## config.mk

```make
export PLATFORM = sky130hd
export DESIGN_NAME = ifu_fetch_ctrl
export DESIGN_NICKNAME = d
export VERILOG_FILES = /design/src/rtl/ifu_fetch_ctrl.sv
export SDC_FILE = /design/constraint.sdc
export NUM_CORES = 1
export LEC_CHECK = 0
export CAP_MARGIN = 20
export CORE_MARGIN = 5
export CORE_UTILIZATION = 55
export DETAILED_ROUTE_END_ITERATION = 6
export PLACE_DENSITY = 0.89
export SYNTH_ARGS = -nofsm -noshare
export SYNTH_HDL_FRONTEND = slang
export SYNTH_HIERARCHICAL = 1
export SYNTH_SLANG_ARGS = --single-unit
```

## constraint.sdc

```tcl
create_clock -name clk -period 7.5 [get_ports clk]
set_input_delay 1.125 -clock clk [delete_from_list [all_inputs] [get_ports clk]]
set_output_delay 1.125 -clock clk [all_outputs]
set_load 0.02 [all_outputs]
```

## src/rtl/ifu_fetch_ctrl.sv

```systemverilog
// Instruction-fetch requester: one aligned ICCM read per cycle, epoch-tagged, into a small queue.
// Optional build macro FETCH_PERF_CNT_EN adds perf_fetch_cnt / perf_drop_cnt outputs.

module ifu_fetch_ctrl_chk #(
    parameter int CW      = 3,
    parameter int Q_DEPTH = 4
) (
    input  logic          clk,
    input  logic          rst,
    input  logic          push_s,
    input  logic [CW-1:0] count_s
);

    // A push into a full queue means the issue credit check was bypassed
    a_no_overflow: assert property (@(posedge clk) disable iff (rst)
        !(push_s && (count_s == CW'(Q_DEPTH))));

endmodule

module ifu_fetch_ctrl #(
    parameter int                    ADDR_WIDTH = 12,
    parameter int                    WIDTH      = 32,
    parameter int                    TAG_WIDTH  = 2,
    parameter int                    Q_DEPTH    = 4,
    parameter logic [ADDR_WIDTH-1:0] RESET_PC   = {ADDR_WIDTH{1'b0}}
) (
    input  logic                  clk,
    input  logic                  rst,
    input  logic                  fetch_en,
    input  logic                  redirect_valid,
    input  logic [ADDR_WIDTH-1:0] redirect_pc,
    output logic [ADDR_WIDTH-1:0] iccm_raddr,
    output logic                  iccm_req_valid,
    output logic [TAG_WIDTH-1:0]  iccm_req_tag,
    input  logic [WIDTH-1:0]      iccm_rdata,
    input  logic                  iccm_rsp_valid,
    input  logic [TAG_WIDTH-1:0]  iccm_rsp_tag,
    output logic                  instr_valid,
    output logic [WIDTH-1:0]      instr,
    output logic [ADDR_WIDTH-1:0] instr_pc,
    input  logic                  instr_ready
`ifdef FETCH_PERF_CNT_EN
    ,
    output logic [31:0]           perf_fetch_cnt,
    output logic [31:0]           perf_drop_cnt
`endif
);

    localparam int PW = $clog2(Q_DEPTH);
    localparam int CW = PW + 1;

    logic [ADDR_WIDTH-1:0] pc_r;
    logic [ADDR_WIDTH-1:0] inflight_pc_r;
    logic [TAG_WIDTH-1:0]  epoch_r;
    logic                  inflight_r;
    logic [CW-1:0]         count_r;
    logic [PW-1:0]         rd_ptr_r;
    logic [PW-1:0]         wr_ptr_r;
    logic [WIDTH-1:0]      q_data_r [Q_DEPTH];
    logic [ADDR_WIDTH-1:0] q_pc_r   [Q_DEPTH];

    logic                  credit_ok_s;
    logic                  issue_s;
    logic                  accept_s;
    logic                  pop_s;
    logic                  unused_s;

    // Issue/accept/pop qualifiers; a redirect blocks all three in its own cycle
    always_comb begin
        credit_ok_s = (count_r + CW'(inflight_r)) < CW'(Q_DEPTH);
        issue_s     = ~rst & fetch_en & ~redirect_valid & credit_ok_s;
        accept_s    = iccm_rsp_valid & inflight_r & (iccm_rsp_tag == epoch_r) & ~redirect_valid;
        pop_s       = (count_r != {CW{1'b0}}) & instr_ready & ~redirect_valid;
        unused_s    = ^redirect_pc[1:0];
    end

    assign iccm_req_valid = issue_s;
    assign iccm_raddr     = pc_r;
    assign iccm_req_tag   = epoch_r;
    assign instr_valid    = (count_r != {CW{1'b0}});
    assign instr          = q_data_r[rd_ptr_r];
    assign instr_pc       = q_pc_r[rd_ptr_r];

    // Fetch pointer, epoch, in-flight tracking and queue occupancy
    always_ff @(posedge clk or posedge rst) begin
        if (rst) begin
            pc_r          <= RESET_PC;
            inflight_pc_r <= {ADDR_WIDTH{1'b0}};
            epoch_r       <= {TAG_WIDTH{1'b0}};
            inflight_r    <= 1'b0;
            count_r       <= {CW{1'b0}};
            rd_ptr_r      <= {PW{1'b0}};
            wr_ptr_r      <= {PW{1'b0}};
        end else if (redirect_valid) begin
            pc_r       <= {redirect_pc[ADDR_WIDTH-1:2], 2'b00};
            epoch_r    <= epoch_r + TAG_WIDTH'(1'b1);
            inflight_r <= 1'b0;
            count_r    <= {CW{1'b0}};
            rd_ptr_r   <= {PW{1'b0}};
            wr_ptr_r   <= {PW{1'b0}};
        end else begin
            if (issue_s) begin
                pc_r          <= pc_r + ADDR_WIDTH'(3'd4);
                inflight_r    <= 1'b1;
                inflight_pc_r <= pc_r;
            end else begin
                inflight_r <= 1'b0;
            end
            if (accept_s) begin
                wr_ptr_r <= wr_ptr_r + PW'(1'b1);
            end
            if (pop_s) begin
                rd_ptr_r <= rd_ptr_r + PW'(1'b1);
            end
            case ({accept_s, pop_s})
                2'b10:   count_r <= count_r + CW'(1'b1);
                2'b01:   count_r <= count_r - CW'(1'b1);
                default: count_r <= count_r;
            endcase
        end
    end

    // Queue storage; cleared on reset so the head reads as zero while empty
    always_ff @(posedge clk or posedge rst) begin
        if (rst) begin
            for (int i = 0; i < Q_DEPTH; i++) begin
                q_data_r[i] <= {WIDTH{1'b0}};
                q_pc_r[i]   <= {ADDR_WIDTH{1'b0}};
            end
        end else if (accept_s) begin
            q_data_r[wr_ptr_r] <= iccm_rdata;
            q_pc_r[wr_ptr_r]   <= inflight_pc_r;
        end
    end

`ifdef FETCH_PERF_CNT_EN
    // Free-running event counters, untouched by redirect
    always_ff @(posedge clk or posedge rst) begin
        if (rst) begin
            perf_fetch_cnt <= 32'd0;
            perf_drop_cnt  <= 32'd0;
        end else begin
            if (issue_s) begin
                perf_fetch_cnt <= perf_fetch_cnt + 32'd1;
            end
            if (iccm_rsp_valid && !accept_s) begin
                perf_drop_cnt <= perf_drop_cnt + 32'd1;
            end
        end
    end
`endif

    ifu_fetch_ctrl_chk #(
        .CW      (CW),
        .Q_DEPTH (Q_DEPTH)
    ) u_chk (
        .clk     (clk),
        .rst     (rst),
        .push_s  (accept_s),
        .count_s (count_r)
    );

endmodule

```

==> flow_metrics.env, run 1 <==
export IMPL_finalSetupViolCount=0
export IMPL_crit_arrival_ns=3.69
export IMPL_drtIter0Drc=222
export IMPL_min_delay_path_depth=1
export IMPL_grt_util_all_layers_pct=20.51
export IMPL_syn_area_per_cell_um2=16.13
export IMPL_die_w_um=137.0
export IMPL_synth_simple_area_share_pct=2.905
export IMPL_grt_remaining_overflow=0
export IMPL_critPathLaunchType="input pin"
export IMPL_hold_buffers=0
export IMPL_r2r_start="iccm_req_tag[1]$_DFFE_PP0P_"
export IMPL_synth_xor_area_share_pct=0.9870
export IMPL_power_mw=3.162
export IMPL_cp_num_cells=6
export IMPL_ys_types=36
export IMPL_p_leak_nw=4.946
export IMPL_period_needed_ns=4.811
export IMPL_antenna_found_initial=0
export IMPL_hold_path_class="flip-flop to flip-flop"
export IMPL_clk_latency_ns=0.42
export IMPL_die_h_um=137.0
export IMPL_path_common_cell="clkdlybuf4s50_1"
export IMPL_num_io_pins=112
export IMPL_fin_util_pct=66.59
export IMPL_crit_path_max_incr_delay_ns=0.94
export IMPL_grt_max_degree=125
export IMPL_htree_levels=4
export IMPL_cp_max_fo=26
export IMPL_slew_viol_final=0
export IMPL_min_period_over_period_pct=64.15
export IMPL_via_per_inst=5.738
export IMPL_end_kind="output port"
export IMPL_gp_congestion=0.8324
export IMPL_fin_area_um2=10580
export IMPL_timing_rr_end="count_r[2]$_DFFE_PP0P_"
export IMPL_critPathRequiredTime_ns=6.38
export IMPL_register_area_um2=4960
export IMPL_yosys_area_share_adder_pct=0.9306
export IMPL_dieArea_um2=18770
export IMPL_avgRoutedWirePerCell_um=20.30
export IMPL_crit_type="input pin to output port"
export IMPL_first_pass_iters=4
export IMPL_root_buffer="clkbuf_16"
export IMPL_drt_total_wl_um=17800
export IMPL_path_delay_family="buffers and inverters"
export IMPL_ys_warn_count=6
export IMPL_clk_pin_slew_worst_paths_ns=0.06
export IMPL_dpl_hpwl_um=11560
export IMPL_setup_slack_ns=2.689
export IMPL_postRouteAntennaNets=0
export IMPL_multi_input_area_um2=3630
export IMPL_powerDensity_nw_per_um2=299.0
export IMPL_detailedPlace_worstSlack_ns=2.729
export IMPL_antenna_cells=0
export IMPL_tightest_slew_ns=1.015
export IMPL_cts_setup_buffers=0
export IMPL_core_region_area_um2=15890
export IMPL_vias=5032
export IMPL_row_count=46
export IMPL_drive_above_1_share_pct=41.15
export IMPL_finalSetupTns_ns=0
export IMPL_endpoint="iccm_req_valid"
export IMPL_dpl_cell_area_um2=10010
export IMPL_critPathLaunch="redirect_valid"
export IMPL_crit_slowest_cell="clkdlybuf4s50_1"
export IMPL_synth_mux_area_share_pct=34.08
export IMPL_r2r_setup_slack_ns=5.10
export IMPL_clock_fmax_ghz=0.2079
export IMPL_clkSinkCount=198
export IMPL_cts_buffers=17
export IMPL_crit_buf_inv=4
export IMPL_slew_headroom_pct=32.14
export IMPL_grt_first_pass_wirelength_um=29760
export IMPL_clock_skew_ns=0.008607
export IMPL_nNetsFinal=706
export IMPL_synth_compound_area_share_pct=1.791
export IMPL_syn_to_final_growth_pct=19.20
export IMPL_ys_seq_area_share_pct=55.84
export IMPL_ys_ff_latch=198
export IMPL_cap_violations=0
export IMPL_clock_path_buffers=2
export IMPL_path_cells="clkdlybuf4s50_1, nor4b_1, mux2i_2, buf_4, inv_1, clkdlybuf4s50_1"
export IMPL_rr_worst_depth=7
export IMPL_hold_violations=0
export IMPL_stdcell_count=877
export IMPL_initial_core_util_pct=55.86
export IMPL_synth_top_family_by_area="multiplexers"
export IMPL_fin_hold_ws_ns=0.5015
export IMPL_io_buffers=105
export IMPL_ctsResizeCount=0
export IMPL_synthesis_area_um2=8874
export IMPL_grt_pass1_vias=5719
export IMPL_fill_cells=1093
export IMPL_cts_tree="done"
export IMPL_status="complete, no violations"
export IMPL_worstHoldStart="q_data_r[7]$_DFFE_PP0P_"
export IMPL_syn_inst=550
export IMPL_rsz0062_at_grt="no"
export IMPL_drc=0
export IMPL_dpl_cell_count=845
export IMPL_ir_drop_uv=197.5
## cell families (layout without fill, tap and decap cells)
family | after synthesis | after routing
multiplexers | 227 | 227
flip-flops | 198 | 198
AND/OR/NAND/NOR | 47 | 47
buffers and inverters | 43 | 151
AO/OA/AOI/OAI | 18 | 18
XOR/XNOR | 10 | 10
adder cells (fa/ha/maj) | 6 | 6
other | 1 | 4
## worst min-delay path by stage
stage,end,slack [ns]
after floorplan,q_data_r[32]$_DFFE_PP0P_,0.47
after global placement,q_data_r[45]$_DFFE_PP0P_,0.48
after detailed placement,q_data_r[44]$_DFFE_PP0P_,0.49
after CTS,q_data_r[61]$_DFFE_PP0P_,0.50
after global routing,q_pc_r[22]$_DFFE_PP0P_,0.51
final,q_data_r[7]$_DFFE_PP0P_,0.50
## placed cells by master, fill, tap and decap left out, types with 6 or more instances in the layout
master           instances
clkbuf_16               17
dfrtp_1                196
buf_4                    6
clkdlybuf4s50_1        105
nand2_1                 16
o311ai_0                12
mux4_2                  42
xor2_1                   8
nor2_1                   7
mux2_2                 181
inv_1                    6
## power by group
part           internal, mW  leakage, nW  total (mW)  switching, mW
combinational         0.527         1.98       0.912          0.384
sequential             1.21         2.70        1.39          0.178
clock                 0.469        0.273       0.859          0.390
total                  2.21         4.95        3.16          0.952
## layer usage
layer	vias up	routed length, um	global-route usage (%)
met5	-	0	0
met4	0	201	5.710
met3	18	751	4.154
met2	125	9304	34.74
met1	2651	7546	27.12
li1	2238	-	-
## state kept, by name, summed over array words and instances (netlist names)
name	flops
q_data_r	128
inflight_r	1
q_pc_r	40
iccm_raddr	10
rd_ptr_r	2
iccm_req_tag	2
wr_ptr_r	2
inflight_pc_r	10
count_r	3
## Yosys cell counts, drive strengths merged
library cell | number | area (um^2)
o31ai | 1 | 7.510
mux2i | 4 | 40.04
buf | 29 | 251.5
and2 | 1 | 6.260
xnor2 | 2 | 17.52
nand2 | 20 | 85.08
conb | 1 | 3.750
nor4 | 2 | 27.53
nor2 | 7 | 26.28
fa | 1 | 20.02
or3 | 2 | 12.51
nor2b | 2 | 12.51
nor4bb | 1 | 10.01
mux4 | 42 | 945.9
and4 | 1 | 8.760
and3 | 3 | 18.77
nand3 | 3 | 15.01
dfrtp | 198 | 4955
o21ai | 1 | 5.000
nor3 | 3 | 20.02
o311ai | 12 | 105.1
a221o | 3 | 30.03
nand4 | 1 | 6.260
xor2 | 8 | 70.07
mux2 | 181 | 2038
inv | 7 | 26.28
ha | 5 | 62.56
clkbuf | 7 | 26.28
o41a | 1 | 11.26
nor4b | 1 | 8.760
## layout make-up
type / instances / share of cell area, %
clock buffers: 18 / 4.152
flip-flops and latches: 198 / 46.89
well taps: 216 / 2.555
multi-input cells: 312 / 34.32
clock inverters: 14 / 1.218
repair buffers: 112 / 10.55
inverters: 7 / 0.3194
Note: power is estimated with default switching activity, not from simulation.
==> run 2: changes to the inputs <==
- clock period: 7.5 -> 4.6 ns (I/O delays scaled with it)
==> flow_metrics.env, run 2 (synthesis gave the netlist of run 1 again) <==
export IMPL_first_pass_iters=4
export IMPL_num_io_pins=112
export IMPL_grt_util_all_layers_pct=20.20
export IMPL_critPathLaunchType="flip-flop"
export IMPL_avgRoutedWirePerCell_um=20.33
export IMPL_worstHoldStart="q_data_r[51]$_DFFE_PP0P_"
export IMPL_cap_violations=0
export IMPL_die_h_um=137.0
export IMPL_die_w_um=137.0
export IMPL_highest_layer="met4"
export IMPL_drc=0
export IMPL_status="complete, no violations"
export IMPL_finalSetupTns_ns=0
export IMPL_ir_drop_uv=391.1
export IMPL_path_cells="mux4_2, clkdlybuf4s50_1"
export IMPL_slew_viol_final=0
export IMPL_row_count=46
export IMPL_antenna_cells=0
export IMPL_nNetsFinal=707
export IMPL_gp_congestion=0.8502
export IMPL_cp_max_fo=44
export IMPL_hold_violations=0
export IMPL_clk_latency_ns=0.43
export IMPL_layout_top_registers="q_data_r (128), q_pc_r (40)"
export IMPL_htree_levels=4
export IMPL_root_buffer="clkbuf_16"
export IMPL_rsz0062_at_grt="no"
export IMPL_path_delay_family="flip-flops"
export IMPL_cts_tree="done"
export IMPL_antenna_found_initial=0
export IMPL_cts_buffers=17
export IMPL_crit_arrival_ns=2.67
export IMPL_hold_path_class="flip-flop to flip-flop"
export IMPL_dpl_hpwl_um=11230
export IMPL_r2r_setup_slack_ns=2.17
export IMPL_clkSinkCount=198
export IMPL_ctsResizeCount=0
export IMPL_core_region_area_um2=15890
export IMPL_p_leak_nw=4.990
export IMPL_crit_slowest_cell="dfrtp_4"
export IMPL_dpl_cell_count=845
export IMPL_final_common_cell="dfrtp_1"
export IMPL_grt_pass1_vias=5658
export IMPL_stdcell_count=878
export IMPL_drt_total_wl_um=17850
export IMPL_clock_path_buffers=2
export IMPL_initial_core_util_pct=55.86
export IMPL_hold_end="q_data_r[51]$_DFFE_PP0P_"
export IMPL_crit_buf_inv=1
export IMPL_min_period_over_period_pct=73.15
export IMPL_crit_path_max_incr_delay_ns=1.03
export IMPL_critPathRequiredTime_ns=3.91
export IMPL_r2r_start="iccm_req_tag[1]$_DFFE_PP0P_"
export IMPL_regMostFlops="q_data_r"
export IMPL_clock_fmax_ghz=0.2972
export IMPL_largest_reg_flops=128
export IMPL_met3_length_um=720
export IMPL_grt_first_pass_wirelength_um=29460
export IMPL_dieArea_um2=18770
export IMPL_tightest_slew_ns=1.043
export IMPL_clk_pin_slew_worst_paths_ns=0.07
export IMPL_via_per_inst=5.789
export IMPL_cts_setup_buffers=0
export IMPL_timing_rr_end="count_r[2]$_DFFE_PP0P_"
export IMPL_postRouteAntennaNets=0
export IMPL_drt_met1_wl_um=7646
export IMPL_vias=5083
export IMPL_rr_worst_depth=7
export IMPL_syn_to_final_growth_pct=20.18
export IMPL_finalSetupViolCount=0
export IMPL_io_buffers=105
export IMPL_period_needed_ns=3.365
export IMPL_met2_wirelength_um=9278
export IMPL_mostFrequentLayoutCells="dfrtp_1, mux2_2, clkdlybuf4s50_1, mux4_2, clkbuf_16"
export IMPL_powerDensity_nw_per_um2=500.0
export IMPL_slew_headroom_pct=30.44
export IMPL_drive_above_1_share_pct=41.09
export IMPL_grt_max_degree=199
export IMPL_hold_buffers=0
export IMPL_grt_remaining_overflow=0
export IMPL_clock_skew_ns=0.01207
export IMPL_cp_num_cells=2
export IMPL_end_kind="output port"
export IMPL_drtIter0Drc=203
export IMPL_min_delay_path_depth=1
export IMPL_crit_type="flip-flop to output port"
## run 2: cell types whose count changed in the layout (fill, tap and decap cells not counted), sizes merged
| cell | change |
|---|---|
| buf | +1 |
| bufinv | +3 |
| clkbuf | +2 |
| clkinv | -3 |
| clkinvlp | -1 |
| inv | -1 |
## run 2: cell type report
| type | count | area (um^2) |
|---|---|---|
| fillers | 1051 | 5221 |
| well taps | 216 | 270.3 |
| clock inverters | 12 | 173.9 |
| clock buffers | 20 | 456.7 |
| multi-input cells | 312 | 3630 |
| flip-flops and latches | 198 | 4960 |
| repair buffers | 113 | 1144 |
| inverters | 7 | 30.03 |
## run 2: report_power, final
group / internal (mW) / total, mW / switching (mW)
Sequential: 1.98 / 2.27 / 0.292
Clock: 0.940 / 1.57 / 0.629
Combinational: 0.863 / 1.49 / 0.628
## run 2: worst max-delay path by stage
stage                                  from  slack [ns]                    endpoint
global placement             redirect_valid        1.31              iccm_req_valid
finish              rd_ptr_r[0]$_DFFE_PP0P_        1.24                   instr[14]
global route        rd_ptr_r[0]$_DFFE_PP0P_        1.06                instr_pc[11]
floorplan                               rst        0.11  iccm_raddr[10]$_DFFE_PP0N_
detailed placement           redirect_valid        1.25              iccm_req_valid
CTS                 rd_ptr_r[0]$_DFFE_PP0P_        1.15                 instr_pc[2]
## run 2: layer usage
layer,vias to the layer above,track usage [%]
li1,2241,-
met1,2700,26.66
met2,125,34.20
met3,17,4.375
met4,0,5.322
met5,-,0
## run 2: worst reg2reg max path, cell delays in order, from the launching register on
cell and delay (ns):
dfrtp_1 0.42, xor2_1 0.22, nor3_2 0.49, nor3_1 0.13
fa_1 0.40, and2_1 0.15, mux2i_1 0.15, mux2_2 0.36
## run 2: per-stage QoR
| stage | setup WS [ns] | power, mW | cell area (um^2) | util (%) | hold WS [ns] |
|---|---|---|---|---|---|
| floorplan | 0.1088 | 3.149 | 8889 | - | 0.4738 |
| detailed placement | 1.248 | 3.810 | 10010 | 62.99 | 0.4871 |
| global placement | 1.309 | 3.738 | 10010 | 62.99 | 0.4811 |
| finish | 1.235 | 5.332 | 10660 | 67.13 | 0.4991 |
| CTS | 1.155 | 5.387 | 10640 | 66.96 | 0.5018 |
| global route | 1.057 | 5.576 | 10660 | 67.13 | 0.5077 |
==> run 3: changes to the inputs <==
- clock period: 4.6 -> 3.5 ns (I/O delays scaled with it)
==> flow_metrics.env, run 3 (synthesis gave the netlist of run 1 again) <==
export IMPL_setup_slack_ns=0.4561
export IMPL_p_leak_nw=5.014
export IMPL_slew_headroom_pct=32.04
export IMPL_dieArea_um2=18770
export IMPL_gp_congestion=0.8376
export IMPL_dpl_hpwl_um=11660
export IMPL_crit_buf_inv=2
export IMPL_slew_viol_final=0
export IMPL_antenna_cells=0
export IMPL_status="complete, no violations"
export IMPL_dpl_cell_area_um2=10080
export IMPL_rsz0062_at_grt="no"
export IMPL_hold_violations=0
export IMPL_grt_pass1_vias=5775
export IMPL_final_common_cell="dfrtp_1"
export IMPL_critPathRequiredTime_ns=2.97
export IMPL_powerDensity_nw_per_um2=660.1
export IMPL_cts_buffers=17
export IMPL_detailedPlace_worstSlack_ns=0.5906
export IMPL_clk_pin_slew_worst_paths_ns=0.07
export IMPL_htree_levels=4
export IMPL_clock_path_buffers=2
export IMPL_path_cells="buf_4, mux4_2, clkdlybuf4s50_1"
export IMPL_period_needed_ns=3.044
export IMPL_grt_util_all_layers_pct=20.80
export IMPL_core_region_area_um2=15890
export IMPL_crit_arrival_ns=2.52
export IMPL_initial_core_util_pct=55.86
export IMPL_grt_remaining_overflow=0
export IMPL_fin_area_um2=10720
export IMPL_tightest_slew_ns=1.019
export IMPL_postRouteAntennaNets=0
export IMPL_avgRoutedWirePerCell_um=20.43
export IMPL_crit_slowest_cell="dfrtp_4"
export IMPL_met3_length_um=815
export IMPL_path_delay_family="buffers and inverters"
export IMPL_clkSinkCount=198
export IMPL_crit_type="flip-flop to output port"
export IMPL_regMostFlops="q_data_r"
export IMPL_clk_latency_ns=0.42
export IMPL_end_kind="output port"
export IMPL_syn_to_final_growth_pct=20.76
export IMPL_root_buffer="clkbuf_16"
export IMPL_cts_setup_buffers=0
export IMPL_via_per_inst=5.775
export IMPL_fin_hold_ws_ns=0.5031
export IMPL_clock_skew_ns=0.008409
export IMPL_row_count=46
export IMPL_nNetsFinal=713
export IMPL_ir_drop_uv=368.1
export IMPL_cp_max_fo=14
export IMPL_finalSetupViolCount=0
export IMPL_grt_first_pass_wirelength_um=30280
export IMPL_first_pass_iters=5
export IMPL_drive_above_1_share_pct=41.38
export IMPL_mostFrequentLayoutCells="dfrtp_1, mux2_2, clkdlybuf4s50_1, mux4_2, clkbuf_16"
export IMPL_num_io_pins=112
export IMPL_drc=0
export IMPL_finalSetupTns_ns=0
export IMPL_vias=5099
export IMPL_cap_violations=0
export IMPL_hold_path_class="flip-flop to flip-flop"
export IMPL_highest_layer="met4"
export IMPL_die_h_um=137.0
export IMPL_critPathLaunchType="flip-flop"
export IMPL_ctsResizeCount=0
export IMPL_clock_fmax_ghz=0.3285
export IMPL_hold_buffers=0
export IMPL_drtIter0Drc=254
export IMPL_cts_tree="done"
export IMPL_grt_max_degree=199
export IMPL_layout_top_registers="q_data_r (128), q_pc_r (40)"
export IMPL_drt_met1_wl_um=7733
export IMPL_largest_reg_flops=128
export IMPL_met2_wirelength_um=9301
export IMPL_crit_path_max_incr_delay_ns=0.63
export IMPL_min_period_over_period_pct=86.97
export IMPL_antenna_found_initial=0
export IMPL_drt_total_wl_um=18040
export IMPL_io_buffers=105
export IMPL_die_w_um=137.0
==> run 3: changes by cell type in the layout (fill, tap and decap cells not counted) <==
cell	previous run	this run
buf_4	6	11
buf_12	1	3
clkbuf_8	2	0
buf_16	1	0
bufinv_16	4	5
clkbuf_1	1	2
clkinv_2	4	3
==> run 3: path summary, 6_finish.rpt <==
| check | depth (start not counted) | start | endpoint | slack, ns |
|---|---|---|---|---|
| setup reg to reg | 6 | count_r[0]$_DFFE_PP0P_ | count_r[2]$_DFFE_PP0P_ | 1.13 |
| hold / removal | 1 | q_data_r[50]$_DFFE_PP0P_ | q_data_r[50]$_DFFE_PP0P_ | 0.50 |
| max in group asynchronous | 3 | rst | rd_ptr_r[0]$_DFFE_PP0P_ | 1.91 |
| setup / recovery | 3 | rd_ptr_r[0]$_DFFE_PP0P_ | instr[19] | 0.46 |
| hold reg to reg | 1 | q_data_r[50]$_DFFE_PP0P_ | q_data_r[50]$_DFFE_PP0P_ | 0.50 |
| min in group asynchronous | 3 | rst | inflight_r$_DFF_PP0_ | 0.85 |
==> run 3: metrics by stage <==
stage               total power, mW  util [%]  cells
finish                        7.073     67.45    883
global route                  7.411     67.45    883
CTS                           7.157     67.45    883
detailed placement            5.044     63.48    852
global placement              4.949     63.48    852
floorplan                     4.139         -    553
==> run 3: power breakdown <==
group	leakage (nW)	switching (mW)	total, mW	internal, mW
Clock	0.308	0.830	2.10	1.27
Sequential	2.70	0.286	2.89	2.60
Combinational	2.01	0.928	2.09	1.16
Total	5.01	2.04	7.07	5.03
==> run 3: final cells by class <==
cell class / instances / area, um^2
Fill cell: 1057 / 5170
Sequential cell: 198 / 4960
Multi-Input combinational cell: 312 / 3630
Timing Repair Buffer: 119 / 1194
Clock buffer: 19 / 432.9
Tap cell: 216 / 270.3
Clock inverter: 12 / 198.9
Inverter: 7 / 30.03
==> run 3: per-layer routing <==
metal	GRT usage, %	vias up
met5	0	-
met1	27.84	2697
met2	34.77	130
met3	4.559	17
li1	-	2255
met4	5.488	0
